`config.mk`:
```
export PLATFORM = sky130hd
export DESIGN_NAME = dpsk_vco_ctrl
export DESIGN_NICKNAME = d
export VERILOG_FILES = /design/src/rtl/dpsk_vco_ctrl.sv
export SDC_FILE = /design/constraint.sdc
export NUM_CORES = 1
export LEC_CHECK = 0
export CAP_MARGIN = 5
export CORE_ASPECT_RATIO = 0.8
export CORE_UTILIZATION = 55
export DETAILED_ROUTE_END_ITERATION = 12
export PLACE_DENSITY = 0.76
export SETUP_SLACK_MARGIN = 0.3
export SLEW_MARGIN = 20
export SYNTH_ARGS = -nofsm -noshare
export SYNTH_HDL_FRONTEND = slang
export SYNTH_SLANG_ARGS = --single-unit
export TNS_END_PERCENT = 20
```
`constraint.sdc`:
```
create_clock -name clk -period 11.3 [get_ports clk]
set_input_delay 1.695 -clock clk [delete_from_list [all_inputs] [get_ports clk]]
set_output_delay 1.695 -clock clk [all_outputs]
set_load 0.01 [all_outputs]
```
`src/rtl/dpsk_vco_ctrl.sv`:
```
// -----------------------------------------------------------------------------
// dpsk_vco_ctrl
//
// Carrier-loop controller for the DPSK receiver VCO. Phase-error samples are
// run through a saturating proportional-integral filter whose output drives
// the VCO frequency offset. A 4-state FSM (IDLE/ACQ/TRACK/LOCK) tracks
// acquisition and lock. A symbol strobe is derived by counting VCO advance
// cycles.
//
// Handshake: err is consumed on every clock where err_vld=1 and the loop is
// running (state != IDLE and en=1). There is no back-pressure, so a sample
// can be accepted on every cycle.
//
// Ports:
//   clk          in   system clock
//   rst          in   synchronous active-high reset
//   en           in   loop enable; low forces IDLE on the next edge
//   err_vld      in   phase-error sample valid
//   err          in   signed phase error, ERR_W bits
//   vco_rd_en    out  VCO advance enable (registered)
//   vco_dlt_step out  signed VCO frequency offset, STEP_W bits (registered)
//   sym_stb      out  one-cycle pulse per SPS advance cycles
//   locked       out  high while in LOCK (registered)
//   state        out  FSM state: IDLE=0, ACQ=1, TRACK=2, LOCK=3
// -----------------------------------------------------------------------------
module dpsk_vco_ctrl #(
    parameter int STEP_W     = 11,
    parameter int ERR_W      = 8,
    parameter int INT_W      = 16,
    parameter int KP_SHIFT   = 2,
    parameter int KI_SHIFT   = 6,
    parameter int SPS        = 8,
    parameter int ACQ_LEN    = 32,
    parameter int LOCK_THR   = 8,
    parameter int LOCK_CNT   = 16,
    parameter int UNLOCK_CNT = 4
) (
    input  logic                     clk,
    input  logic                     rst,
    input  logic                     en,
    input  logic                     err_vld,
    input  logic signed [ERR_W-1:0]  err,
    output logic                     vco_rd_en,
    output logic signed [STEP_W-1:0] vco_dlt_step,
    output logic                     sym_stb,
    output logic                     locked,
    output logic [1:0]               state
);

    // Filter arithmetic runs two bits wider than the integrator so neither
    // the integrator sum nor the proportional+integral sum can wrap before
    // clamping.
    localparam int SUM_W   = INT_W + 2;
    localparam int ABS_W   = ERR_W + 1;
    localparam int ACQ_CW  = $clog2(ACQ_LEN + 1);
    localparam int LOCK_CW = $clog2(LOCK_CNT + 1);
    localparam int UNL_CW  = $clog2(UNLOCK_CNT + 1);
    localparam int SYM_CW  = $clog2(SPS + 1);

    localparam logic signed [SUM_W-1:0] INT_MAX  =
        {{(SUM_W-INT_W+1){1'b0}}, {(INT_W-1){1'b1}}};
    localparam logic signed [SUM_W-1:0] INT_MIN  =
        {{(SUM_W-INT_W+1){1'b1}}, {(INT_W-1){1'b0}}};
    localparam logic signed [SUM_W-1:0] STEP_MAX =
        {{(SUM_W-STEP_W+1){1'b0}}, {(STEP_W-1){1'b1}}};
    localparam logic signed [SUM_W-1:0] STEP_MIN =
        {{(SUM_W-STEP_W+1){1'b1}}, {(STEP_W-1){1'b0}}};

    typedef enum logic [1:0] {
        S_IDLE  = 2'd0,
        S_ACQ   = 2'd1,
        S_TRACK = 2'd2,
        S_LOCK  = 2'd3
    } state_t;

    state_t                    cur;
    logic signed [INT_W-1:0]   integ;
    logic [ACQ_CW-1:0]         acq_cnt;
    logic [LOCK_CW-1:0]        lock_cnt;
    logic [UNL_CW-1:0]         unl_cnt;
    logic [SYM_CW-1:0]         sym_cnt;

    logic signed [SUM_W-1:0]   err_x;
    logic signed [SUM_W-1:0]   integ_sum;
    logic signed [INT_W-1:0]   integ_n;
    logic signed [SUM_W-1:0]   integ_n_x;
    logic signed [SUM_W-1:0]   prop;
    logic signed [SUM_W-1:0]   step_sum;
    logic signed [STEP_W-1:0]  step_n;
    logic signed [ABS_W-1:0]   err_e;
    logic [ABS_W-1:0]          abs_err;
    logic                      in_thr;

    function automatic logic signed [INT_W-1:0] sat_int(
        input logic signed [SUM_W-1:0] v
    );
        if (v > INT_MAX)      return INT_MAX[INT_W-1:0];
        else if (v < INT_MIN) return INT_MIN[INT_W-1:0];
        else                  return v[INT_W-1:0];
    endfunction

    function automatic logic signed [STEP_W-1:0] sat_step(
        input logic signed [SUM_W-1:0] v
    );
        if (v > STEP_MAX)      return STEP_MAX[STEP_W-1:0];
        else if (v < STEP_MIN) return STEP_MIN[STEP_W-1:0];
        else                   return v[STEP_W-1:0];
    endfunction

    // Next integrator / step values for the current sample.
    always_comb begin
        err_x     = {{(SUM_W-ERR_W){err[ERR_W-1]}}, err};
        integ_sum = {{(SUM_W-INT_W){integ[INT_W-1]}}, integ} + err_x;
        integ_n   = sat_int(integ_sum);
        integ_n_x = {{(SUM_W-INT_W){integ_n[INT_W-1]}}, integ_n};
        // Acquisition runs with twice the proportional gain.
        if (cur == S_ACQ) prop = err_x <<< (KP_SHIFT + 1);
        else              prop = err_x <<< KP_SHIFT;
        step_sum  = prop + (integ_n_x >>> KI_SHIFT);
        step_n    = sat_step(step_sum);
    end

    // |err| one bit wider than err so the most negative code does not wrap.
    always_comb begin
        err_e   = {err[ERR_W-1], err};
        abs_err = err_e[ABS_W-1] ? -err_e : err_e;
        in_thr  = (abs_err <= ABS_W'(LOCK_THR));
    end

    always_ff @(posedge clk) begin
        if (rst || !en) begin
            // Reset and a dropped enable both land in a fully cleared IDLE;
            // any err_vld in this cycle is discarded.
            cur          <= S_IDLE;
            vco_rd_en    <= 1'b0;
            vco_dlt_step <= '0;
            locked       <= 1'b0;
            integ        <= '0;
            acq_cnt      <= '0;
            lock_cnt     <= '0;
            unl_cnt      <= '0;
            sym_cnt      <= '0;
        end else begin
            if (vco_rd_en) begin
                if (sym_cnt == SYM_CW'(SPS - 1)) sym_cnt <= '0;
                else                             sym_cnt <= sym_cnt + SYM_CW'(1);
            end

            case (cur)
                S_IDLE: begin
                    // Samples arriving on the start edge are not filtered.
                    cur       <= S_ACQ;
                    vco_rd_en <= 1'b1;
                end
                default: begin
                    if (err_vld) begin
                        integ        <= integ_n;
                        vco_dlt_step <= step_n;
                        case (cur)
                            S_ACQ: begin
                                if (acq_cnt == ACQ_CW'(ACQ_LEN - 1)) begin
                                    cur     <= S_TRACK;
                                    acq_cnt <= '0;
                                end else begin
                                    acq_cnt <= acq_cnt + ACQ_CW'(1);
                                end
                            end
                            S_TRACK: begin
                                if (!in_thr) begin
                                    lock_cnt <= '0;
                                end else if (lock_cnt == LOCK_CW'(LOCK_CNT - 1)) begin
                                    cur      <= S_LOCK;
                                    locked   <= 1'b1;
                                    lock_cnt <= '0;
                                end else begin
                                    lock_cnt <= lock_cnt + LOCK_CW'(1);
                                end
                            end
                            S_LOCK: begin
                                if (in_thr) begin
                                    unl_cnt <= '0;
                                end else if (unl_cnt == UNL_CW'(UNLOCK_CNT - 1)) begin
                                    cur     <= S_TRACK;
                                    locked  <= 1'b0;
                                    unl_cnt <= '0;
                                end else begin
                                    unl_cnt <= unl_cnt + UNL_CW'(1);
                                end
                            end
                            default: ;
                        endcase
                    end
                end
            endcase
        end
    end

    assign sym_stb = vco_rd_en && (sym_cnt == SYM_CW'(SPS - 1));
    assign state   = cur;

endmodule

```
==> results_dict.tcl, run 1 <==
set metrics [dict create \
    status "complete, no violations" \
    max_slew.worst_pin.slew_ps 913 \
    fin_cells 550 \
    rsz0062_at_grt "false" \
    postCtsSetupBuffers 0 \
    synth-edff-count 0 \
    crit_type "in2reg" \
    avgSynthCellArea_um2 8.04 \
    start_util 0.571 \
    clock_latency_ps 300 \
    worstSetupStartpointType "primary input" \
    clk_pin_slew_ps 90 \
    synth_most_common_cell "a21oi_1" \
    firstDrtPassIters 4 \
    ys_seq_elements 49 \
    slew_violations 0 \
    maxCapViolCount 0 \
    clockBufferDepth 2 \
    cts-resized-gates 0 \
    ys_seq_area_frac 0.269 \
    row_count 26 \
    cp_max_fo 16 \
    grt_pass1_wl_um 13900 \
    placed_area_um2 3940 \
    critPathCaptureType "flop" \
    synth_top_area_cell "dfxtp_1" \
    max-slew-margin-rel 0.389 \
    drive_above_1_share 0.0858 \
    drc 0 \
    finalSetupTns_ps 0 \
    worstPathArrival_ps 7500 \
    ir_worst_vdd_mv 0.0695 \
    holdBufCountCts 0 \
    first_global_vias 2960 \
    syn_inst 453 \
    routedWlPerCell_um 15.7 \
    hold_class "reg2reg" \
    async_flop_share 0 \
    syn_to_final_growth_pct 11.1 \
    port-buffer-count 27 \
    syn_nets 497 \
    grtUsageTotal 0.254 \
    numClockSinks 49 \
    antenna_found_initial 0 \
    cts_buffers 5 \
    cts_root_buf "clkbuf_8" \
    yosysTopAreaCellShare 0.269 \
    regArea_um2 981 \
    required_ps 11470 \
    die_h_um 74.8 \
    drt_wl_total_um 8650 \
    vias 3341 \
    avgViaCountPerCell 6.07 \
    synth_area_um2 3640 \
    fmax_ghz 0.137 \
    synthTopCellsByCount "a21oi_1 (52), dfxtp_1 (49), nor2_1 (41)" \
    grt_max_degree 41 \
    cts_tree "yes" \
    place_hpwl_um 6410 \
    htreeDepth 2 \
    dpl.cell_count 543 \
    drt_iter0_markers 171 \
    hold_viol_final 0 \
    overflow 0 \
    power_density_nw_per_um2 104 \
    period_share 0.648 \
    nets 510 \
    diodes 0 \
    synth_flop_cell "dfxtp_1" \
    place_congestion 0.910 \
    skew_ps 7.23 \
    core_um2 6380 \
    yosysWarnings 0 \
    dieArea_um2 6950 \
    setup_viol 0 \
    fin_area_um2 4050 \
    fill_cells 566 \
    leakage_nw 1.61 \
    utilization 0.635 \
    die_w_um 93.0 \
    synthTopCellsByArea "dfxtp_1 (27%), ha_1 (10%), a21oi_1 (7.1%)" \
    ios 28 \
    layout_min_cycle_time_ps 7320 \
    antenna_left 0 \
    synth_cell_type_count 65 \
    multi_input_area_um2 2500 \
]
## critical path, cell delays in order
cell and delay, ps:
clkdlybuf4s50_1 790, ha_1 600, a21oi_1 90, o21ai_0 410, nor4_1 130, a211oi_2 340, xor2_1 760, nor2_1 190
o21ai_0 230, ha_1 300, and3_1 190, a22oi_1 260, a21oi_1 110, o2bb2ai_1 630, o21ai_0 270, a221oi_1 380
a211oi_1 100
## flip-flops by register name (all words and copies together), names as in the netlist
| name | cells |
|---|---|
| integ | 16 |
| vco_dlt_step | 11 |
| acq_cnt | 6 |
| lock_cnt | 5 |
| sym_cnt | 4 |
| unl_cnt | 3 |
| state | 2 |
| locked | 1 |
| vco_rd_en | 1 |
## through the flow
step	power, W	hold slack [ps]	setup slack [ps]
floorplan	0.000271	436	5460
global placement	0.000300	443	3820
detailed placement	0.000300	450	3760
CTS	0.000422	464	4060
global route	0.000445	490	3430
finish	0.000421	468	3980
## final timing paths
| check | end | from | cells past startpoint | slack, ps |
|---|---|---|---|---|
| max | vco_dlt_step[0]$_SDFFE_PP0P_ | err[7] | 17 | 3980 |
| min | lock_cnt[4]$_SDFFE_PP0P_ | lock_cnt[4]$_SDFFE_PP0P_ | 2 | 470 |
| max reg2reg | vco_dlt_step[0]$_SDFFE_PP0P_ | integ[0]$_SDFFE_PP0P_ | 19 | 5990 |
| min reg2reg | lock_cnt[4]$_SDFFE_PP0P_ | lock_cnt[4]$_SDFFE_PP0P_ | 2 | 470 |
## metal layers
metal / GRT usage / part of all wire / vias to the layer above
met5: 0 / 0 / -
met4: 0.0530 / 0.0098 / 0
met3: 0.0495 / 0.072 / 11
met2: 0.403 / 0.42 / 115
met1: 0.362 / 0.50 / 1534
li1: - / - / 1681
## power by group
part	leakage, nW	internal, W	switching (W)	total (W)
clock network	0.0540	0.0000644	0.0000573	0.000122
registers	0.397	0.000175	0.00000253	0.000178
logic	1.16	0.0000512	0.0000704	0.000122
total	1.61	0.000291	0.000130	0.000421
## kinds of logic after synthesis
| kind of cell | synth area share |
|---|---|
| buf+inv | 0.0440 |
| compound gates | 0.281 |
| simple gates | 0.179 |
| mux | 0.0240 |
| fa+ha+maj | 0.148 |
| xor+xnor | 0.0550 |
| flops | 0.269 |
## area by class of cell
cell class                 instances  share of cell area
clock inverter                     2             0.00866
inverter                          16              0.0148
sequential                        49               0.242
tap                               84              0.0260
multi-input combinational        364               0.619
clock buffer                       5              0.0170
timing repair buffer              30              0.0724
## placed cells by master (no fill, tap or decap), types with 3 or more instances in the layout
master / count
buf_4: 3
nand2b_1: 5
nor3_1: 5
dfxtp_1: 49
o221a_2: 4
nor2b_1: 7
a21o_1: 9
and3_1: 5
o21ai_2: 3
or2_2: 4
clkdlybuf4s50_1: 27
xor2_1: 12
o21a_1: 7
clkbuf_8: 5
inv_1: 16
nor2_1: 41
nand2_1: 31
a31oi_1: 3
nor4_1: 3
o21ai_0: 39
maj3_1: 10
nand4_1: 4
a21oi_1: 52
ha_1: 30
o211ai_1: 3
nand3_1: 12
o31ai_1: 3
xnor2_1: 9
a211oi_1: 7
or3_1: 4
mux2_2: 6
Note: power is estimated with default switching activity, not from simulation.
==> run 2: changes to the inputs <==
==> constraint.sdc (replaced) <==
create_clock -name clk -period 7 [get_ports clk]
set_input_delay 1.05 -clock clk [delete_from_list [all_inputs] [get_ports clk]]
set_output_delay 1.05 -clock clk [all_outputs]
set_load 0.01 [all_outputs]
==> results_dict.tcl, run 2 (synthesis results as in run 1) <==
set metrics [dict create \
    status "complete, no violations" \
    crit_buf_inv 2 \
    dieArea_um2 6950 \
    ir_worst_vdd_mv 0.0938 \
    crit_chain "clkdlybuf4s50_1, ha_1, nand2_1, o21ai_0, nor4_1, a211oi_2, xor2_1, nor2_1, o21ai_0, ha_1, inv_1, fa_1, nor2b_1, o31ai_1, a21o_1, and3_1, or2_2, maj3_1, a21oi_1" \
    port-buffer-count 27 \
    diodes 0 \
    hold_end "unl_cnt[1]$_SDFFE_PP0P_" \
    holdBufCountCts 0 \
    grtUsageTotal 0.248 \
    timing.rr.end "vco_dlt_step[9]$_SDFFE_PP0P_" \
    power_density_nw_per_um2 172 \
    critical-path-top-delay-family "adder cells" \
    skew_ps 8.87 \
    met1_usage 0.354 \
    postCtsSetupBuffers 0 \
    grtUsageMet3 0.0434 \
    start_util 0.571 \
    clk_pin_slew_ps 90 \
    holdPathStages 2 \
    cts_root_buf "clkbuf_8" \
    die_h_um 74.8 \
    firstDrtPassIters 5 \
    place_hpwl_um 6360 \
    worstReg2RegStart "integ[0]$_SDFFE_PP0P_" \
    clock_latency_ps 310 \
    worstSetupStartpointType "primary input" \
    first_global_vias 2922 \
    finalSetupTns_ps 0 \
    grt_pass1_wl_um 13700 \
    hold_viol_final 0 \
    max_stage_delay_ps 780 \
    final_cell_mix "a21oi_1 (52), dfxtp_1 (49), nor2_1 (41)" \
    hold_path_startpoint "unl_cnt[1]$_SDFFE_PP0P_" \
    required_ps 7240 \
    cts_buffers 5 \
    gr-max-usage-layer "met2" \
    critPathCaptureType "flop" \
    max_slew.worst_pin.slew_ps 857 \
    die_w_um 93.0 \
    layout_commonest_cell "a21oi_1" \
    cts-resized-gates 0 \
    vias 3367 \
    regMostFlops "integ" \
    regToRegSetupSlack_ps 1890 \
    period_share 0.896 \
    drt_iter0_markers 203 \
    ios 28 \
    maxCapViolCount 0 \
    cts_tree "yes" \
    row_count 26 \
    syn_to_final_growth_pct 12.0 \
    htreeDepth 2 \
    r2r_cells 18 \
    largestRegisters "integ x16, vco_dlt_step x11, acq_cnt x6" \
    whs_ps 476 \
    clockBufferDepth 2 \
    core_um2 6380 \
    setup_viol 0 \
    nets 512 \
    rsz0062_at_grt "false" \
    slew_violations 0 \
    max-slew-margin-rel 0.427 \
    critPathSlowestCell "clkdlybuf4s50_1" \
    crit_type "in2reg" \
    drive_above_1_share 0.0917 \
    hold_class "reg2reg" \
    worstPathArrival_ps 6520 \
    fmax_ghz 0.159 \
    avgViaCountPerCell 6.09 \
    antenna_found_initial 0 \
    place_congestion 0.861 \
    drt_wl_total_um 8620 \
    layout_min_cycle_time_ps 6280 \
    largest_register_ffs 16 \
    routedWlPerCell_um 15.6 \
    grt_max_degree 41 \
    drc 0 \
    overflow 0 \
    cp_max_fo 16 \
    leakage_nw 1.63 \
    antenna_left 0 \
    finalPower_w 0.000700 \
    grtUsageMet2 0.392 \
    numClockSinks 49 \
]
-- run 2: cell types whose count changed in the layout (fill, tap and decap cells not counted) --
cell,delta
buf_4,+2
clkbuf_8,+1
clkinv_2,-1
clkinvlp_4,+1
-- run 2: cell type report --
cell class              count  area [µm²]
fillers                   557        2300
inverters                  16        60.1
multi-input cells         364        2500
repair buffers             32         308
clock buffers               6        82.6
well taps                  84         105
clock inverters             2        37.5
flip-flops and latches     49         981
-- run 2: stage by stage --
| step | area [µm²] | util | setup WS (ps) | std cells |
|---|---|---|---|---|
| 2_1_floorplan | 3640 | - | 1800 | 453 |
| 3_3_place_gp | 3960 | 0.621 | 638 | 545 |
| 3_5_place_dp | 3960 | 0.621 | 498 | 545 |
| 4_1_cts | 4080 | 0.640 | 813 | 553 |
| 5_1_grt | 4080 | 0.640 | 379 | 553 |
| 6_report | 4080 | 0.640 | 725 | 553 |
-- run 2: metal layers --
metal	vias to the layer above	wire (µm)
met5	-	0
met3	13	460
met4	0	114
met2	88	3710
met1	1582	4340
li1	1684	-
-- run 2: where the power goes --
group          internal (W)  switching, W  total, W
Sequential         0.000283    0.00000399  0.000287
Combinational     0.0000848      0.000114  0.000199
Clock              0.000116     0.0000979  0.000214
Total              0.000484      0.000216  0.000700
-- run 2: tightest hold or removal path, cell delays in order, from the launching register on --
cell	delay (ps)
dfxtp_1	330
nand2_1	60
a21oi_1	50
-- run 2: how the worst max path moves through the flow --
stage	from	endpoint	slack, ps	depth (start not counted)
3_3_place_gp	err[7]	vco_dlt_step[6]$_SDFFE_PP0P_	640	19
2_1_floorplan	err[2]	vco_dlt_step[4]$_SDFFE_PP0P_	1800	20
4_1_cts	err[7]	vco_dlt_step[7]$_SDFFE_PP0P_	810	19
3_5_place_dp	err[7]	vco_dlt_step[9]$_SDFFE_PP0P_	500	19
6_report	err[7]	vco_dlt_step[9]$_SDFFE_PP0P_	720	19
5_1_grt	err[7]	vco_dlt_step[9]$_SDFFE_PP0P_	380	19
==> run 3: changes to the inputs <==
==> constraint.sdc (replaced) <==
create_clock -name clk -period 7 [get_ports clk]
set_input_delay 0.7 -clock clk [delete_from_list [all_inputs] [get_ports clk]]
set_output_delay 0.7 -clock clk [all_outputs]
set_load 0.01 [all_outputs]
==> results_dict.tcl, run 3 (synthesis results as in run 1) <==
set metrics [dict create \
    start_util 0.571 \
    layout_commonest_cell "a21oi_1" \
    largestRegisters "integ x16, vco_dlt_step x11, acq_cnt x6" \
    critPathCaptureType "flop" \
    vias 3417 \
    slew_violations 0 \
    cts_tree "yes" \
    power_density_nw_per_um2 173 \
    endpoint "vco_dlt_step[8]$_SDFFE_PP0P_" \
    cp-startpoint "err[7]" \
    cts-resized-gates 0 \
    grt_pass1_wl_um 14400 \
    worstReg2RegStart "integ[0]$_SDFFE_PP0P_" \
    place_ws_ps 971 \
    cts_buffers 5 \
    firstDrtPassIters 5 \
    port-buffer-count 27 \
    postCtsSetupBuffers 0 \
    avgViaCountPerCell 6.18 \
    ir_worst_vdd_mv 0.0940 \
    period_share 0.833 \
    max_stage_delay_ps 780 \
    cts_root_buf "clkbuf_8" \
    clock_latency_ps 310 \
    layout_min_cycle_time_ps 5830 \
    grtUsageTotal 0.265 \
    row_count 26 \
    worstSetupStartpointType "primary input" \
    required_ps 7240 \
    clockBufferDepth 2 \
    place_hpwl_um 6620 \
    nets 512 \
    maxCapViolCount 0 \
    hold_viol_final 0 \
    regMostFlops "integ" \
    setup_viol 0 \
    crit_cells 20 \
    crit_buf_inv 3 \
    largest_register_ffs 16 \
    numClockSinks 49 \
    finalSetupTns_ps 0 \
    ios 28 \
    htreeDepth 2 \
    fill_cells 563 \
    syn_to_final_growth_pct 12.0 \
    dieArea_um2 6950 \
    clk_pin_slew_ps 90 \
    crit_chain "clkdlybuf4s50_1, ha_1, nand2_1, o21ai_0, nor4_1, a211oi_2, xor2_1, buf_4, nor2_1, o21ai_0, ha_1, inv_1, fa_1, nor2b_1, o31ai_1, a21o_1, and3_1, or2_2, maj3_1, a21oi_1" \
    drc 0 \
    drt_wl_total_um 9010 \
    max-slew-margin-rel 0.442 \
    status "complete, no violations" \
    place_congestion 0.886 \
    first_global_vias 2967 \
    die_h_um 74.8 \
    drt_iter0_markers 175 \
    critPathSlowestCell "clkdlybuf4s50_1" \
    routedWlPerCell_um 16.3 \
    timing.rr.end "vco_dlt_step[8]$_SDFFE_PP0P_" \
    grt_max_degree 33 \
    final_cell_mix "a21oi_1 (52), dfxtp_1 (49), nor2_1 (41)" \
    overflow 0 \
    cp_max_fo 16 \
    crit_type "in2reg" \
    drive_above_1_share 0.0917 \
    die_w_um 93.0 \
    holdBufCountCts 0 \
    r2r_cells 19 \
    hold_class "reg2reg" \
    core_um2 6380 \
    rsz0062_at_grt "false" \
    critical-path-top-delay-family "adder cells" \
    antenna_left 0 \
    leakage_nw 1.63 \
    worstPathArrival_ps 6080 \
    fmax_ghz 0.171 \
    diodes 0 \
    regToRegSetupSlack_ps 2160 \
    worst_slack_ps 1170 \
    antenna_found_initial 0 \
    skew_ps 6.75 \
    max_slew.worst_pin.slew_ps 836 \
]
==> run 3: cell counts in the layout (fill, tap and decap cells not counted) <==
No cell type changed its count.
==> run 3: how the worst min path moves through the flow <==
stage,slack [ps],end,start,cells after the start
final,470,lock_cnt[4]$_SDFFE_PP0P_,lock_cnt[4]$_SDFFE_PP0P_,2
after floorplan,440,unl_cnt[1]$_SDFFE_PP0P_,unl_cnt[1]$_SDFFE_PP0P_,2
after CTS,470,lock_cnt[4]$_SDFFE_PP0P_,lock_cnt[4]$_SDFFE_PP0P_,2
after global placement,440,unl_cnt[1]$_SDFFE_PP0P_,unl_cnt[1]$_SDFFE_PP0P_,2
after detailed placement,450,unl_cnt[2]$_SDFFE_PP0P_,unl_cnt[2]$_SDFFE_PP0P_,1
after global routing,480,unl_cnt[2]$_SDFFE_PP0P_,unl_cnt[2]$_SDFFE_PP0P_,1
==> run 3: metal layers <==
| metal | part of all wire | vias to the layer above | track usage |
|---|---|---|---|
| met5 | 0 | - | 0 |
| met4 | 0.014 | 0 | 0.0838 |
| met3 | 0.063 | 14 | 0.0424 |
| met2 | 0.44 | 124 | 0.404 |
| met1 | 0.49 | 1596 | 0.386 |
| li1 | - | 1683 | - |
==> run 3: worst min-delay path: cells and delay by family, from the launching register on <==
family	cells	cell delay, ps
DFF	1	340
and+or+nand+nor	2	90
==> run 3: final cells by class <==
cell class              count  area (µm²)  area share
well taps                  84         105      0.0258
inverters                  16        60.1      0.0147
repair buffers             32         308      0.0755
multi-input cells         364        2500       0.614
flip-flops and latches     49         981       0.241
clock inverters             2        37.5     0.00921
clock buffers               6        82.6      0.0203
==> run 3: where the power goes <==
part	leakage, nW	internal (W)	switching [W]
combinational	1.17	0.0000851	0.000116
clock	0.0574	0.000116	0.000101
sequential	0.397	0.000283	0.00000395
total	1.63	0.000485	0.000221
==> run 3: metrics by stage <==
step	instances	utilization	hold slack, ps	cell area, µm²	power [W]
after floorplan	453	-	436	3640	0.000438
after global placement	545	0.621	442	3960	0.000486
after detailed placement	545	0.621	454	3960	0.000489
after CTS	553	0.640	468	4080	0.000704
after global routing	553	0.640	483	4080	0.000742
final	553	0.640	467	4080	0.000706
